$ cat config.mk
export PLATFORM = sky130hd
export DESIGN_NAME = led_pattern_engine_flat
export DESIGN_NICKNAME = d
export VERILOG_FILES = /design/src/rtl/led_pattern_engine_if.sv /design/src/rtl/led_pattern_engine.sv /design/src/flat_wrapper.sv
export SDC_FILE = /design/constraint.sdc
export NUM_CORES = 1
export LEC_CHECK = 0
export BUFFER_PORTS_ARGS = -buffer_cell sky130_fd_sc_hd__buf_2
export CAP_MARGIN = 20
export CORE_ASPECT_RATIO = 0.7
export CORE_UTILIZATION = 65
export CTS_BUF_LIST = sky130_fd_sc_hd__clkbuf_16
export CTS_CLUSTER_SIZE = 16
export DETAILED_ROUTE_END_ITERATION = 8
export MAX_ROUTING_LAYER = met4
export PLACE_DENSITY = 0.85
export SETUP_SLACK_MARGIN = 0.5
export SLEW_MARGIN = 20
export SYNTH_ARGS = -nofsm -noshare
export SYNTH_HDL_FRONTEND = slang
export SYNTH_SLANG_ARGS = --single-unit
$ cat constraint.sdc
create_clock -name clk -period 4.1 [get_ports clk]
set_input_delay 0.205 -clock clk [delete_from_list [all_inputs] [get_ports clk]]
set_output_delay 0.205 -clock clk [all_outputs]
set_load 0.02 [all_outputs]
$ cat src/rtl/led_pattern_engine_if.sv
// Board-side signal bundle for led_pattern_engine: button, fill switch and mode in,
// LED bank and FSM status out.
interface led_pattern_engine_if #(
   parameter int N_LEDS = 16,
   parameter int FILL_W = 3
);
   logic              button;
   logic [FILL_W-1:0] switch;
   logic [1:0]        mode;
   logic [N_LEDS-1:0] led;
   logic              running;
   logic [1:0]        state;

   modport master (output button, switch, mode, input led, running, state);
   modport slave  (input button, switch, mode, output led, running, state);
endinterface

$ cat src/rtl/led_pattern_engine.sv
// N-LED pattern generator stepping once per TICK_CYCLES clocks in rotate/bounce/blink
// modes, sequenced IDLE -> LOAD -> RUN <-> PAUSE by a single synchronised push-button.
module led_pattern_engine #(
   parameter int N_LEDS      = 16,
   parameter int TICK_CYCLES = 100000000,
   parameter int FILL_W      = 3
) (
   input logic                 clk,
   input logic                 rst,
   led_pattern_engine_if.slave bus
);
   localparam int CNT_W = (TICK_CYCLES > 1) ? $clog2(TICK_CYCLES) : 1;
   localparam logic [CNT_W-1:0] CNT_ZERO = CNT_W'(32'd0);
   localparam logic [CNT_W-1:0] CNT_ONE  = CNT_W'(32'd1);
   localparam logic [CNT_W-1:0] CNT_LAST = CNT_W'(TICK_CYCLES - 1);
   localparam logic [N_LEDS-1:0] PAT_ZERO = {N_LEDS{1'b0}};
   localparam logic DIR_LEFT  = 1'b0;
   localparam logic DIR_RIGHT = 1'b1;

   typedef enum logic [1:0] {
      IDLE  = 2'b00,
      LOAD  = 2'b01,
      RUN   = 2'b10,
      PAUSE = 2'b11
   } state_t;

   function automatic logic [N_LEDS-1:0] fill_mask(input logic [FILL_W-1:0] sw);
      logic [N_LEDS-1:0] m;
      m = PAT_ZERO;
      for (int i = 0; i < N_LEDS; i++) begin
         m[i] = (i <= int'(sw));
      end
      return m;
   endfunction

   logic              sync1_r, sync2_r, sync3_r;
   logic              press_s;
   state_t            state_r, next_state_s;
   logic              running_r;
   logic [CNT_W-1:0]  cnt_r, next_cnt_s;
   logic              tick_s;
   logic [N_LEDS-1:0] pat_r, next_pat_s;
   logic              blank_r, next_blank_s;
   logic              dir_r, next_dir_s;
   logic [N_LEDS-1:0] led_r;

   assign press_s = sync2_r & ~sync3_r;
   assign tick_s  = (cnt_r == CNT_LAST);

   // Two-flop synchroniser plus one history flop for rising-edge detection
   always_ff @(posedge clk or posedge rst) begin
      if (rst) begin
         sync1_r <= 1'b0;
         sync2_r <= 1'b0;
         sync3_r <= 1'b0;
      end else begin
         sync1_r <= bus.button;
         sync2_r <= sync1_r;
         sync3_r <= sync2_r;
      end
   end

   // Next-state logic; a press in LOAD is dropped on purpose
   always_comb begin
      next_state_s = state_r;
      case (state_r)
         IDLE: begin
            if (press_s) next_state_s = LOAD;
            else         next_state_s = IDLE;
         end
         LOAD: next_state_s = RUN;
         RUN: begin
            if (press_s) next_state_s = PAUSE;
            else         next_state_s = RUN;
         end
         PAUSE: begin
            if (press_s) next_state_s = RUN;
            else         next_state_s = PAUSE;
         end
         default: next_state_s = IDLE;
      endcase
   end

   // Pattern datapath; a press on the tick cycle pauses without stepping and keeps the counter at its last value
   always_comb begin
      next_cnt_s   = cnt_r;
      next_pat_s   = pat_r;
      next_blank_s = blank_r;
      next_dir_s   = dir_r;
      case (state_r)
         LOAD: begin
            next_cnt_s   = CNT_ZERO;
            next_pat_s   = fill_mask(bus.switch);
            next_blank_s = 1'b0;
            next_dir_s   = DIR_LEFT;
         end
         RUN: begin
            if (press_s) begin
               next_cnt_s = cnt_r;
            end else if (tick_s) begin
               next_cnt_s = CNT_ZERO;
               case (bus.mode)
                  2'b00: begin
                     next_pat_s   = {pat_r[N_LEDS-2:0], pat_r[N_LEDS-1]};
                     next_blank_s = 1'b0;
                  end
                  2'b01: begin
                     next_pat_s   = {pat_r[0], pat_r[N_LEDS-1:1]};
                     next_blank_s = 1'b0;
                  end
                  2'b10: begin
                     next_blank_s = 1'b0;
                     if (&pat_r) begin
                        next_pat_s = pat_r;
                     end else if (dir_r == DIR_LEFT) begin
                        if (pat_r[N_LEDS-1]) begin
                           next_dir_s = DIR_RIGHT;
                           next_pat_s = {1'b0, pat_r[N_LEDS-1:1]};
                        end else begin
                           next_pat_s = {pat_r[N_LEDS-2:0], 1'b0};
                        end
                     end else begin
                        if (pat_r[0]) begin
                           next_dir_s = DIR_LEFT;
                           next_pat_s = {pat_r[N_LEDS-2:0], 1'b0};
                        end else begin
                           next_pat_s = {1'b0, pat_r[N_LEDS-1:1]};
                        end
                     end
                  end
                  2'b11: next_blank_s = ~blank_r;
                  default: next_pat_s = pat_r;
               endcase
            end else begin
               next_cnt_s = cnt_r + CNT_ONE;
            end
         end
         default: next_cnt_s = cnt_r;
      endcase
   end

   // FSM state and running flag, both taken from the next-state so they change together
   always_ff @(posedge clk or posedge rst) begin
      if (rst) begin
         state_r   <= IDLE;
         running_r <= 1'b0;
      end else begin
         state_r   <= next_state_s;
         running_r <= (next_state_s == RUN);
      end
   end

   // Pattern, tick counter, bounce direction, blank and LED drive
   always_ff @(posedge clk or posedge rst) begin
      if (rst) begin
         cnt_r   <= CNT_ZERO;
         pat_r   <= PAT_ZERO;
         blank_r <= 1'b0;
         dir_r   <= DIR_LEFT;
         led_r   <= PAT_ZERO;
      end else begin
         cnt_r   <= next_cnt_s;
         pat_r   <= next_pat_s;
         blank_r <= next_blank_s;
         dir_r   <= next_dir_s;
         led_r   <= next_blank_s ? PAT_ZERO : next_pat_s;
      end
   end

   assign bus.led     = led_r;
   assign bus.running = running_r;
   assign bus.state   = state_r;
endmodule

$ cat src/flat_wrapper.sv
// flat-port wrapper written by rule: the top's interface ports become plain ports
module led_pattern_engine_flat 
#(
   parameter int N_LEDS      = 16,
   parameter int TICK_CYCLES = 100000000,
   parameter int FILL_W      = 3
)
  (clk, rst, bus_button, bus_switch, bus_mode, bus_led, bus_running, bus_state);
  led_pattern_engine_if #(.N_LEDS(N_LEDS), .FILL_W(FILL_W)) bus_i ();
  input logic clk;
  input logic rst;
  input wire logic [$bits(bus_i.button)-1:0] bus_button;
  input wire logic [$bits(bus_i.switch)-1:0] bus_switch;
  input wire logic [$bits(bus_i.mode)-1:0] bus_mode;
  output wire logic [$bits(bus_i.led)-1:0] bus_led;
  output wire logic [$bits(bus_i.running)-1:0] bus_running;
  output wire logic [$bits(bus_i.state)-1:0] bus_state;
  assign bus_i.button = bus_button;
  assign bus_i.switch = bus_switch;
  assign bus_i.mode = bus_mode;
  assign bus_led = bus_i.led;
  assign bus_running = bus_i.running;
  assign bus_state = bus_i.state;
  led_pattern_engine #(.N_LEDS(N_LEDS), .TICK_CYCLES(TICK_CYCLES), .FILL_W(FILL_W)) u_core (.clk(clk), .rst(rst), .bus(bus_i));
endmodule
==> metrics.log, run 1 <==
INFO  metric drt_drc_violations_left = 0
INFO  metric wl_met3 = 1.205 mm
INFO  metric clock_buffers_created_by_tritoncts = 9
INFO  metric clock_sinks = 67
INFO  metric hp-class = input pin to flop
INFO  metric peak_supply_drop = 384.5 uV
INFO  metric cts_post_setup_buffers_inserted = 0
INFO  metric met2WireLength = 4.400 mm
INFO  metric setup_viol = 0
INFO  metric cell_chain_critical_path = inv_1 > ha_1 > and3_1 > nand4_4 > or4_1 > or3_1 > a21oi_1
INFO  metric crit_type = flop to flop
INFO  metric cts.reportedPaths.clkPinSlew = 0.06 ns
INFO  metric die-area = approximately 6000 um^2
INFO  metric drt_iter0_drc = 447
INFO  metric timing.max_slew.rel_slack = 0.3889
INFO  metric tritoncts = yes
INFO  metric ys.warnings.count = 0
INFO  metric async_flop_share = 1.000
INFO  metric critical_path_buf_inv_count = 1
INFO  metric htreeDepth = 3
INFO  metric power.static_leakage = roughly 1.9 nW
INFO  metric final_layout_size_suffix_gt1_frac = 0.1314
INFO  metric final_period_minus_worst_setup_slack = 2.931 ns
INFO  metric highest_layer = met4
INFO  metric initial_utilization = 0.6997
INFO  metric grt_setup_unrepaired = no
INFO  metric synthToLayoutAreaGrowth = 12.70%
INFO  metric synth_edf_count = 0
INFO  metric routedLengthMet1 = 4.611 mm
INFO  metric synth.avg_cell_area = around 9.0 um^2
INFO  metric number_of_placed_instances_taps_included = approximately 500
INFO  metric globalRouteOverflowTotal = 0
INFO  metric cts_root_buffer = clkbuf_16
INFO  metric finalWeightedCongestion = 0.9507
INFO  metric insertion_delay = 0.34 ns
INFO  metric setup.worst_path.start_class = flop
INFO  metric power-per-cell-area = 405.9 nW/um^2
INFO  metric clock_skew = 0.003167 ns
INFO  metric grt_use_total = 0.3816
INFO  metric wire_length_of_the_first_global_routing_pass = 16.90 mm
INFO  metric finalMaxSlewViolations = 0
INFO  metric timing.fmax = 341.2 MHz
INFO  metric drt-pass1-iter-count = 6
INFO  metric grt_antenna_before_repair = 0
INFO  metric critPathSlowestCell = or4_1
INFO  metric syn_nets = 437
INFO  metric cp_max_fo = 17
INFO  metric required_time_worst_endpoint = 4.34 ns
INFO  metric layout_common_cells = 67 x dfrtp_1, 39 x a21oi_1, 38 x nor2_1
INFO  metric postSynthRegisterBits = 67
INFO  metric post_drt_via_cell_ratio = 6.772
INFO  metric route.detailed.wl_per_inst = 19.93 um
INFO  metric layout_commonest_cell = dfrtp_1
INFO  metric totalNegativeSetupSlack = 0 ns
INFO  metric detailroute.via_count = 3528
INFO  metric row_count = 22
INFO  metric finalNetCount = 457
INFO  metric postRouteAntennaNets = 0
INFO  metric die_y = 66.09 um
INFO  metric post_synth_instance_area = around 3800 um^2
INFO  metric drt_wirelength = 10.38 mm
INFO  metric post_layout_nonfiller_instances = 521
INFO  metric tightest_slew = 0.9167 ns
INFO  metric antenna_cells_inserted = 0
INFO  metric drv.max_cap_violation_count = 0
INFO  metric ios = 27
INFO  metric cp_slowest_stage_delay = 0.67 ns
INFO  metric dieWidth = 93.55 um
INFO  metric core_area = approximately 5500 um^2
INFO  metric cp_top_family = simple AND/OR/NAND/NOR gates
INFO  metric place.port_buffers = 26
INFO  metric fin_crit_sh = 0.7148
INFO  metric cp-end-kind = flop
INFO  metric final_hold_viol_count = 0
INFO  metric synthFlopType = dfrtp_1
INFO  metric seq_total_area_yosys = 0.4396
INFO  metric worst_ep_arrival_time = 3.17 ns
INFO  metric dpl.hpwl = 6.842 mm
INFO  metric yosys.cell_types.count = 58
INFO  metric via_count_of_the_first_global_routing_pass = around 3300
INFO  metric syn-instance-count = 424
INFO  metric clock_path_buffers = 2
INFO  metric grt_start_max_net_pins = 43
INFO  metric outcome = complete, no violations
==> tightest hold or removal path, cell delays in order <==
cell	delay (ns)
buf_2	0.12
o21a_1	0.14
a21oi_1	0.06
nand2_1	0.07
==> kinds of logic (layout without fill, tap and decap cells) <==
| group | count (synthesis) | count (layout) | synth area share |
|---|---|---|---|
| compound gates | 109 | 109 | 0.1818 |
| xor+xnor | 19 | 19 | 0.04364 |
| fa+ha+maj | 5 | 5 | 0.01640 |
| buf+inv | 39 | 64 | 0.04298 |
| flops | 67 | 67 | 0.4396 |
| mux | 15 | 15 | 0.04101 |
| simple gates | 170 | 170 | 0.2346 |
==> per-stage QoR <==
stage                     area, um^2  worst slack (ns)  hold slack, ns  total power [W]    util
after global routing            4298             1.007          0.2915         0.001798  0.7886
after global placement          3960             1.413          0.2529        0.0009190  0.7266
after CTS                       4298             1.200          0.2787         0.001739  0.7886
after detailed placement        3960             1.250          0.2754        0.0009243  0.7266
final                           4298             1.169          0.2860         0.001744  0.7886
after floorplan                 3814             1.601          0.2364        0.0008631       -
==> metal layers <==
layer	vias to the layer above	global-route usage
met3	31	0.1287
li1	1586	-
met1	1696	0.5301
met4	0	0.1250
met5	-	-
met2	215	0.5248
==> synth_stat cells, drive strengths merged, types with 7 or more instances <==
cell,count,share of area
clkbuf,12,0.012
a21oi,39,0.051
dfrtp,67,0.44
buf,11,0.015
o21ai,26,0.034
inv,15,0.015
nand4,12,0.024
nor3,16,0.021
nand2,36,0.036
or3,7,0.011
nand3,20,0.026
nor2b,7,0.011
nor2,38,0.037
mux2i,10,0.026
o211ai,12,0.024
xnor2,16,0.037
==> final cells by class <==
class / count / area, um^2
clock buffers: 9 / 225.2
clock inverters: 7 / 92.59
fillers: 373 / 1152
inverters: 16 / 60.06
multi-input cells: 318 / 1973
flip-flops and latches: 67 / 1677
well taps: 72 / 90.09
repair buffers: 32 / 180.2
==> power breakdown <==
| part | switching (W) | internal, W | total (W) |
|---|---|---|---|
| clock network | 0.000290 | 0.000529 | 0.000819 |
| registers | 0.0000318 | 0.000688 | 0.000720 |
| logic | 0.000149 | 0.0000560 | 0.000205 |
==> final timing paths <==
path / start / end / depth (start not counted) / slack [ns]
min in group asynchronous: rst / u_core.bus.led[2]$_DFF_PP0_ / 3 / 0.46
hold / removal: bus_switch[0] / u_core.pat_r[5]$_DFF_PP0_ / 4 / 0.29
setup reg to reg: u_core.bus.state[0]$_DFF_PP0_ / u_core.cnt_r[26]$_DFFE_PP0P_ / 7 / 1.17
hold reg to reg: u_core.sync1_r$_DFF_PP0_ / u_core.sync2_r$_DFF_PP0_ / 0 / 0.36
max in group asynchronous: rst / u_core.sync2_r$_DFF_PP0_ / 4 / 2.71
setup / recovery: u_core.bus.state[0]$_DFF_PP0_ / u_core.cnt_r[26]$_DFFE_PP0P_ / 7 / 1.17
==> registers in the layout (all words and copies together), names as in the netlist, 2 cells and up <==
signal,cells
u_core.cnt_r,27
u_core.pat_r,16
u_core.bus.state,2
u_core.bus.led,16
==> repair_timing <==
action,4_1_cts,5_1_grt
hold endpoints to repair,26,0
resized for setup,0,0
hold buffers,2,0
Power figures use the tool's default switching activity.
==> run 2: changes to the inputs <==
Settings changed: ABC_AREA from default to 1, CORE_UTILIZATION 65 to 61, PLACE_DENSITY 0.85 to 0.8.
Clock period 4.1 ns to 2.9 ns, I/O delays scaled along.
==> metrics.log, run 2 <==
INFO  metric die-area = 6998 um^2 (was 6182 um^2)
INFO  metric peak_supply_drop = 520.0 uV (was 384.5 uV)
INFO  metric drv.max_cap_violation_count = 0 (unchanged)
INFO  metric crit_type = flop to flop (unchanged)
INFO  metric finalWeightedCongestion = 0.9859 (was 0.9507)
INFO  metric postRouteAntennaNets = 0 (unchanged)
INFO  metric final_core_util = 0.7198 (was 0.7886)
INFO  metric final_hold_viol_count = 0 (unchanged)
INFO  metric clock_sinks = 67 (unchanged)
INFO  metric yosys.cell_types.count = 40 (was 58)
INFO  metric power.static_leakage = 2.331 nW (was 1.896 nW)
INFO  metric core_area = 6336 um^2 (was 5450 um^2)
INFO  metric via_count_of_the_first_global_routing_pass = 3371 (was 3298)
INFO  metric row_count = 24 (was 22)
INFO  metric synth.cells.most_frequent = 161 x nand2_1, 77 x inv_1, 68 x nor2_1, 67 x dfrtp_1, 24 x a21oi_1 (was 67 x dfrtp_1, 39 x a21oi_1, 38 x nor2_1, 35 x nand2_1, 20 x nand3_1)
INFO  metric synth.avg_cell_area = 7.193 um^2 (was 8.994 um^2)
INFO  metric postSynthRegisterBits = 67 (unchanged)
INFO  metric syn_nets = 578 (was 437)
INFO  metric layout_common_cells = 161 x nand2_1, 76 x inv_1, 68 x nor2_1 (was 67 x dfrtp_1, 39 x a21oi_1, 38 x nor2_1)
INFO  metric clock_buffers_created_by_tritoncts = 9 (unchanged)
INFO  metric wire_length_of_the_first_global_routing_pass = 16.53 mm (was 16.90 mm)
INFO  metric drt_iter0_drc = 386 (was 447)
INFO  metric async_flop_share = 1.000 (unchanged)
INFO  metric outcome = complete, no violations (unchanged)
INFO  metric ys.warnings.count = 0 (unchanged)
INFO  metric cts_post_setup_buffers_inserted = 0 (unchanged)
INFO  metric required_time_worst_endpoint = 3.13 ns (was 4.34 ns)
INFO  metric fin_crit_sh = 0.7672 (was 0.7148)
INFO  metric largest_register = u_core.cnt_r (unchanged)
INFO  metric ys_top_cells_by_area = dfrtp_1 41%, nand2_1 15%, inv_1 7.1%, nor2_1 6.3%, a21oi_1 3.0% (was dfrtp_1 44%, a21oi_1 5.1%, nor2_1 3.7%, xnor2_1 3.7%, nand2_1 3.4%)
INFO  metric tightest_slew = 0.8176 ns (was 0.9167 ns)
INFO  metric hp-class = input pin to asynchronous set/reset pin (was input pin to flop)
INFO  metric part_of_the_total_power_dissipated_in_the_clock_network = 0.329 (was 0.470)
INFO  metric cts_root_buffer = clkbuf_16 (unchanged)
INFO  metric synthFlopType = dfrtp_1 (unchanged)
INFO  metric finalMaxSlewViolations = 0 (unchanged)
INFO  metric largest_register_ffs = 27 (unchanged)
INFO  metric cp_max_fo = 17 (unchanged)
INFO  metric drt_drc_violations_left = 0 (unchanged)
INFO  metric dpl.hpwl = 7.095 mm (was 6.842 mm)
INFO  metric setup.worst_path.start_class = flop (unchanged)
INFO  metric layout_commonest_cell = nand2_1 (was dfrtp_1)
INFO  metric grt_use_total = 0.3174 (was 0.3816)
INFO  metric initial_utilization = 0.6414 (was 0.6997)
INFO  metric seq_total_area_yosys = 0.4126 (was 0.4396)
INFO  metric cp-end-kind = flop (unchanged)
INFO  metric power.switching = 0.001187 W (was 0.0004707 W)
INFO  metric clock_skew = 0.005748 ns (was 0.003167 ns)
INFO  metric insertion_delay = 0.33 ns (was 0.34 ns)
INFO  metric drt_wirelength = 10.06 mm (was 10.38 mm)
INFO  metric final_layout_size_suffix_gt1_frac = 0.1323 (was 0.1314)
INFO  metric finalNetCount = 605 (was 457)
INFO  metric worst_ep_arrival_time = 2.46 ns (was 3.17 ns)
INFO  metric synthToLayoutAreaGrowth = 12.22% (was 12.70%)
INFO  metric seqPwrFrac = 0.372 (was 0.413)
INFO  metric synth_top_area_frac = 0.4126 (was 0.4396)
INFO  metric layout.filler_cells = 511 (was 373)
INFO  metric syn-instance-count = 565 (was 424)
INFO  metric globalRouteOverflowTotal = 0 (unchanged)
INFO  metric htreeDepth = 3 (unchanged)
INFO  metric tritoncts = yes (unchanged)
INFO  metric final_period_minus_worst_setup_slack = 2.225 ns (was 2.931 ns)
INFO  metric p_comb_frac = 0.299 (was 0.117)
INFO  metric report.power.total = 0.003204 W (was 0.001744 W)
INFO  metric route.detailed.wl_per_inst = 14.63 um (was 19.93 um)
INFO  metric drt-pass1-iter-count = 5 (was 6)
INFO  metric clock_path_buffers = 2 (unchanged)
INFO  metric setup_viol = 0 (unchanged)
INFO  metric timing.max_slew.rel_slack = 0.4549 (was 0.3889)
INFO  metric die_y = 70.29 um (was 66.09 um)
INFO  metric place.port_buffers = 26 (unchanged)
INFO  metric ios = 27 (unchanged)
INFO  metric post_synth_instance_area = 4064 um^2 (was 3814 um^2)
INFO  metric totalNegativeSetupSlack = 0 ns (unchanged)
INFO  metric grt_start_max_net_pins = 68 (was 43)
INFO  metric power-per-cell-area = 702.6 nW/um^2 (was 405.9 nW/um^2)
INFO  metric power_report.internal_total = 0.002017 W (was 0.001274 W)
INFO  metric detailroute.via_count = 3838 (was 3528)
INFO  metric sw_frac_of_total = 0.3705 (was 0.2698)
INFO  metric synth_top_cell_by_area = dfrtp_1 (unchanged)
INFO  metric grt_antenna_before_repair = 0 (unchanged)
INFO  metric synth.most_common_cell = nand2_1 (was dfrtp_1)
INFO  metric synth_edf_count = 0 (unchanged)
INFO  metric timing.fmax = 449.5 MHz (was 341.2 MHz)
INFO  metric post_drt_via_cell_ratio = 5.578 (was 6.772)
INFO  metric antenna_cells_inserted = 0 (unchanged)
INFO  metric cts.reportedPaths.clkPinSlew = 0.06 ns (about the same)
INFO  metric grt_setup_unrepaired = no (unchanged)
INFO  metric dieWidth = 99.56 um (was 93.55 um)
[run 2: cell count changes after synthesis, moves of 13 or more]
cell     previous run  this run
xnor2_1            16         3
inv_1              15        77
o22ai_1             0        16
nand2_1            35       161
a21oi_1            39        24
nor2_1             38        68
[run 2: what timing repair did]
item	4_1_cts	5_1_grt
hold buffers	1	0
gates resized for setup	0	3
setup endpoints to repair	0	28
hold endpoints to repair	1	0
[run 2: worst max-delay path, cell delays in order (launching register included)]
cell and delay [ns]:
dfrtp_1 0.40, ha_1 0.19, nand2_1 0.07, inv_1 0.05, nand2_1 0.06, inv_1 0.08, nand2_1 0.14, nor2_4 0.21
nand3_4 0.13, o211ai_2 0.17, nand2_2 0.33, a21oi_1 0.29
[run 2: cells by family after synthesis]
kind of cell | Yosys count | share of synthesized area
AOI/OAI and AO/OA | 82 | 0.1185
DFF | 67 | 0.4126
adders and majority gates | 5 | 0.01539
buffers and inverters | 98 | 0.09914
and+or+nand+nor | 301 | 0.3285
xor gates and xnor gates | 12 | 0.02586
[run 2: metrics by stage]
| stage | area, um^2 | std cells | worst slack, ns | hold WS (ns) |
|---|---|---|---|---|
| floorplan | 4064 | 565 | 0.9005 | 0.1764 |
| global placement | 4250 | 671 | 0.6563 | 0.2541 |
| detailed placement | 4250 | 671 | 0.6055 | 0.2573 |
| CTS | 4546 | 688 | 0.5646 | 0.09397 |
| global route | 4561 | 688 | 0.5064 | 0.1685 |
| finish | 4561 | 688 | 0.6751 | 0.04599 |
[run 2: worst paths after layout]
path | from | to | slack, ns | cells after the start
max | u_core.cnt_r[0]$_DFFE_PP0P_ | u_core.bus.led[9]$_DFF_PP0_ | 0.68 | 11
min | rst | u_core.cnt_r[15]$_DFFE_PP0P_ | 0.05 | 3
max reg2reg | u_core.cnt_r[0]$_DFFE_PP0P_ | u_core.bus.led[9]$_DFF_PP0_ | 0.68 | 11
min reg2reg | u_core.sync1_r$_DFF_PP0_ | u_core.sync2_r$_DFF_PP0_ | 0.35 | 0
max in group asynchronous | rst | u_core.bus.led[13]$_DFF_PP0_ | 2.32 | 3
min in group clk | bus_switch[2] | u_core.pat_r[7]$_DFF_PP0_ | 0.23 | 5
[run 2: power by group through the flow]
stage,Sequential [W],Combinational (W),Clock (W)
2_1_floorplan,0.00125,0.000621,0
4_1_cts,0.00119,0.000939,0.00107
3_3_place_gp,0.00120,0.000899,0
6_report,0.00119,0.000958,0.00105
3_5_place_dp,0.00120,0.000925,0
5_1_grt,0.00121,0.00107,0.00110
[run 2: layer usage]
metal	wire, um	track usage
met1	4984	0.4837
met2	3958	0.4113
met3	991	0.07808
met4	130	0.09150
met5	0	-
[run 2: final cells by class]
type,count,area [um^2],share of cell area
flip-flops and latches,67,1677,0.3676
well taps,91,113.9,0.02497
clock buffers,9,225.2,0.04938
clock inverters,7,60.06,0.01317
repair buffers,32,177.7,0.03896
multi-input cells,400,1996,0.4376
inverters,82,311.5,0.06831
==> run 3: changes to the inputs <==
Settings changed: ABC_AREA 1 to 0, CORE_UTILIZATION 61 to 55, PLACE_DENSITY 0.8 to 0.77.
Clock period 2.9 ns to 1.8 ns, I/O delays scaled along.
==> metrics.log, run 3 (synthesis results as in run 1) <==
INFO  metric largest_register_ffs = 27 (unchanged)
INFO  metric htreeDepth = 3 (unchanged)
INFO  metric layout_commonest_cell = buf_4 (was nand2_1)
INFO  metric drt_iter0_drc = 1140 (was 386)
INFO  metric layout.filler_cells = 237 (was 511)
INFO  metric grt_antenna_before_repair = 0 (unchanged)
INFO  metric finalMaxSlewViolations = 0 (unchanged)
INFO  metric wire_length_of_the_first_global_routing_pass = 25.10 mm (was 16.53 mm)
INFO  metric clock_sinks = 67 (unchanged)
INFO  metric final_layout_size_suffix_gt1_frac = 0.4547 (was 0.1323)
INFO  metric synthToLayoutAreaGrowth = 52.03% (was 12.22%)
INFO  metric grt-busiest-layer = met2 (was met1)
INFO  metric power-per-cell-area = 780.9 nW/um^2 (was 702.6 nW/um^2)
INFO  metric core_area = 6456 um^2 (was 6336 um^2)
INFO  metric cp_slowest_stage_delay = 0.57 ns (was 0.40 ns)
INFO  metric worst_ep_arrival_time = 2.72 ns (was 2.46 ns)
INFO  metric dpl.hpwl = 8.243 mm (was 7.095 mm)
INFO  metric hold_path_end = u_core.pat_r[1]$_DFF_PP0_
INFO  metric hp-class = input pin to flop (was input pin to asynchronous set/reset pin)
INFO  metric clock_skew = 0.007741 ns (was 0.005748 ns)
INFO  metric cts.reportedPaths.clkPinSlew = 0.06 ns (about the same)
INFO  metric reg2reg_slack = -0.73 ns (was 0.68 ns)
INFO  metric tritoncts = yes (unchanged)
INFO  metric antenna_cells_inserted = 0 (unchanged)
INFO  metric die-area = 7276 um^2 (was 6998 um^2)
INFO  metric crit_type = flop to flop (unchanged)
INFO  metric finalNetCount = 571 (was 605)
INFO  metric tightest_slew = 0.5414 ns (was 0.8176 ns)
INFO  metric route.detailed.wl_per_inst = 29.61 um (was 14.63 um)
INFO  metric required_time_worst_endpoint = 1.99 ns (was 3.13 ns)
INFO  metric cp-end-kind = flop (unchanged)
INFO  metric place.port_buffers = 26 (unchanged)
INFO  metric area_used_by_multi_input_combinational_logic = 2449 um^2 (was 1996 um^2)
INFO  metric insertion_delay = 0.34 ns (was 0.33 ns)
INFO  metric stdcell_area = 5798 um^2 (was 4561 um^2)
INFO  metric die_y = 71.67 um (was 70.29 um)
INFO  metric power.static_leakage = 2.556 nW (was 2.331 nW)
INFO  metric peak_supply_drop = 688.1 uV (was 520.0 uV)
INFO  metric critical_path_buf_inv_count = 2 (unchanged)
INFO  metric row_count = 24 (unchanged)
INFO  metric drt-pass1-iter-count = 9 (was 5)
INFO  metric globalRouteOverflowTotal = 0 (unchanged)
INFO  metric number_of_placed_instances_taps_included = 619 (was 671)
INFO  metric globalRouteMet3Util = 0.1902 (was 0.07808)
INFO  metric min_from = bus_switch[0]
INFO  metric reg2reg_from = u_core.pat_r[9]$_DFF_PP0_ (was u_core.cnt_r[0]$_DFFE_PP0P_)
INFO  metric min_path_cells = 4
INFO  metric grt_setup_unrepaired = yes (was no)
INFO  metric clock_path_buffers = 2 (unchanged)
INFO  metric grt_util_met1 = 0.6120 (was 0.4837)
INFO  metric ios = 27 (unchanged)
INFO  metric detailroute.via_count = 5040 (was 3838)
INFO  metric timing.max_slew.rel_slack = 0.6378 (was 0.4549)
INFO  metric globalRouteMet2Util = 0.6794 (was 0.4113)
INFO  metric setup_viol = 61 (was 0)
INFO  metric drt_wirelength = 19.37 mm (was 10.06 mm)
INFO  metric cts_root_buffer = clkbuf_16 (unchanged)
INFO  metric drv.max_cap_violation_count = 0 (unchanged)
INFO  metric length_in_cells_of_the_worst_reg_to_reg_path = 7 (was 11)
INFO  metric cell_chain_critical_path = nand4_1 > buf_4 > o41ai_4 > buf_4 > a21oi_1 > o21ai_1 > nand2_1 (was ha_1 > nand2_1 > inv_1 > nand2_1 > inv_1 > nand2_1 > nor2_4 > nand3_4 > o211ai_2 > nand2_2 > a21oi_1)
INFO  metric final_period_minus_worst_setup_slack = 2.529 ns (was 2.225 ns)
INFO  metric critPathSlowestCell = o41ai_4 (was dfrtp_1)
INFO  metric cp_top_family = compound AO/OA/AOI/OAI gates (was simple AND/OR/NAND/NOR gates)
INFO  metric drt_drc_violations_left = 24 (was 0)
INFO  metric timing.fmax = 395.4 MHz (was 449.5 MHz)
INFO  metric finalWeightedCongestion = 0.9427 (was 0.9859)
INFO  metric totalNegativeSetupSlack = -25.71 ns (was 0 ns)
INFO  metric post_layout_nonfiller_instances = 654 (was 688)
INFO  metric clock_buffers_created_by_tritoncts = 9 (unchanged)
INFO  metric outcome = finished with violations (was complete, no violations)
INFO  metric grt_use_total = 0.4917 (was 0.3174)
INFO  metric final_hold_viol_count = 0 (unchanged)
INFO  metric postRouteAntennaNets = 0 (unchanged)
INFO  metric grt_start_max_net_pins = 68 (unchanged)
INFO  metric layout_common_cells = 99 x buf_4, 62 x dfrtp_1, 34 x nand2_1 (was 161 x nand2_1, 76 x inv_1, 68 x nor2_1)
INFO  metric via_count_of_the_first_global_routing_pass = 4530 (was 3371)
INFO  metric final_critical_path_setup_slack = -0.7293 ns (was 0.6751 ns)
INFO  metric worst_r2r_endpoint = u_core.pat_r[8]$_DFF_PP0_ (was u_core.bus.led[9]$_DFF_PP0_)
INFO  metric cp_max_fo = 8 (was 17)
INFO  metric dieWidth = 101.5 um (was 99.56 um)
INFO  metric cpMostUsedCell = buf_4 (was nand2_1)
INFO  metric failed_checks = DRC, setup timing
INFO  metric initial_utilization = 0.5907 (was 0.6414)
INFO  metric placement_cell_area = 4905 um^2 (was 4250 um^2)
INFO  metric setup.worst_path.start_class = flop (unchanged)
INFO  metric largest_register = u_core.cnt_r (unchanged)
INFO  metric dp_slack = -0.3596 ns (was 0.6055 ns)
INFO  metric fin_crit_sh = 1.405 (was 0.7672)
INFO  metric sequential_cell_area = 1683 um^2 (was 1677 um^2)
INFO  metric post_drt_via_cell_ratio = 7.706 (was 5.578)
[run 3: cell count changes in the layout (fill, tap and decap cells not counted), sizes merged, moves of 15 or more]
cell	change
inv	-68
o22ai	-16
nand2	-130
nor2	-42
buf	+113
a21oi	+15
[run 3: tightest hold or removal path, stage by stage]
cell and delay, ns:
buf_2 0.12, nor3_1 0.07, a2bb2oi_2 0.13, nand2_1 0.06
[run 3: final cells by class]
cell class / instances / area share
Clock inverter: 7 / 0.01036
Inverter: 16 / 0.01165
Sequential cell: 67 / 0.2902
Clock buffer: 9 / 0.03884
Multi-Input combinational cell: 318 / 0.4223
Tap cell: 91 / 0.01964
Timing Repair Buffer: 146 / 0.2069
[run 3: per-stage QoR]
stage               power (W)  hold slack [ns]    util
floorplan            0.002016           0.1214       -
global placement     0.002277           0.1988  0.7597
detailed placement   0.002300           0.2066  0.7597
CTS                  0.004242           0.1458  0.8783
global route         0.004592           0.1680  0.8981
finish               0.004527           0.1619  0.8981
[run 3: routing by layer]
layer / vias to the layer above / part of all wire
met3: 288 / 0.18
met1: 2298 / 0.33
met2: 634 / 0.38
li1: 1820 / -
met5: - / 0
met4: 0 / 0.11
[run 3: how the worst max path moves through the flow]
stage | startpoint | endpoint | slack, ns | cells after the start
final | u_core.pat_r[9]$_DFF_PP0_ | u_core.pat_r[8]$_DFF_PP0_ | -0.73 | 7
after global routing | u_core.pat_r[3]$_DFF_PP0_ | u_core.pat_r[8]$_DFF_PP0_ | -0.68 | 7
after CTS | u_core.bus.state[1]$_DFF_PP0_ | u_core.cnt_r[24]$_DFFE_PP0P_ | -0.28 | 7
after detailed placement | u_core.bus.state[1]$_DFF_PP0_ | u_core.cnt_r[24]$_DFFE_PP0P_ | -0.36 | 7
after global placement | u_core.bus.state[1]$_DFF_PP0_ | u_core.cnt_r[24]$_DFFE_PP0P_ | -0.27 | 7
after floorplan | u_core.bus.state[0]$_DFF_PP0_ | u_core.cnt_r[22]$_DFFE_PP0P_ | -0.52 | 9
[run 3: timing repair]
action | in CTS | in global routing
gates resized for setup | 83 | 24
setup buffers | 10 | 3
cloned | 4 | 0
pin swaps | 26 | 9
hold endpoints to repair | 68 | 0
endpoints found under the setup margin | 62 | 63
hold buffers | 2 | 0
[run 3: where the power goes]
group          internal [W]  total, W  switching [W]
logic              0.000446   0.00112       0.000676
registers           0.00157   0.00165      0.0000832
clock network       0.00105   0.00175       0.000696
total               0.00307   0.00453        0.00146
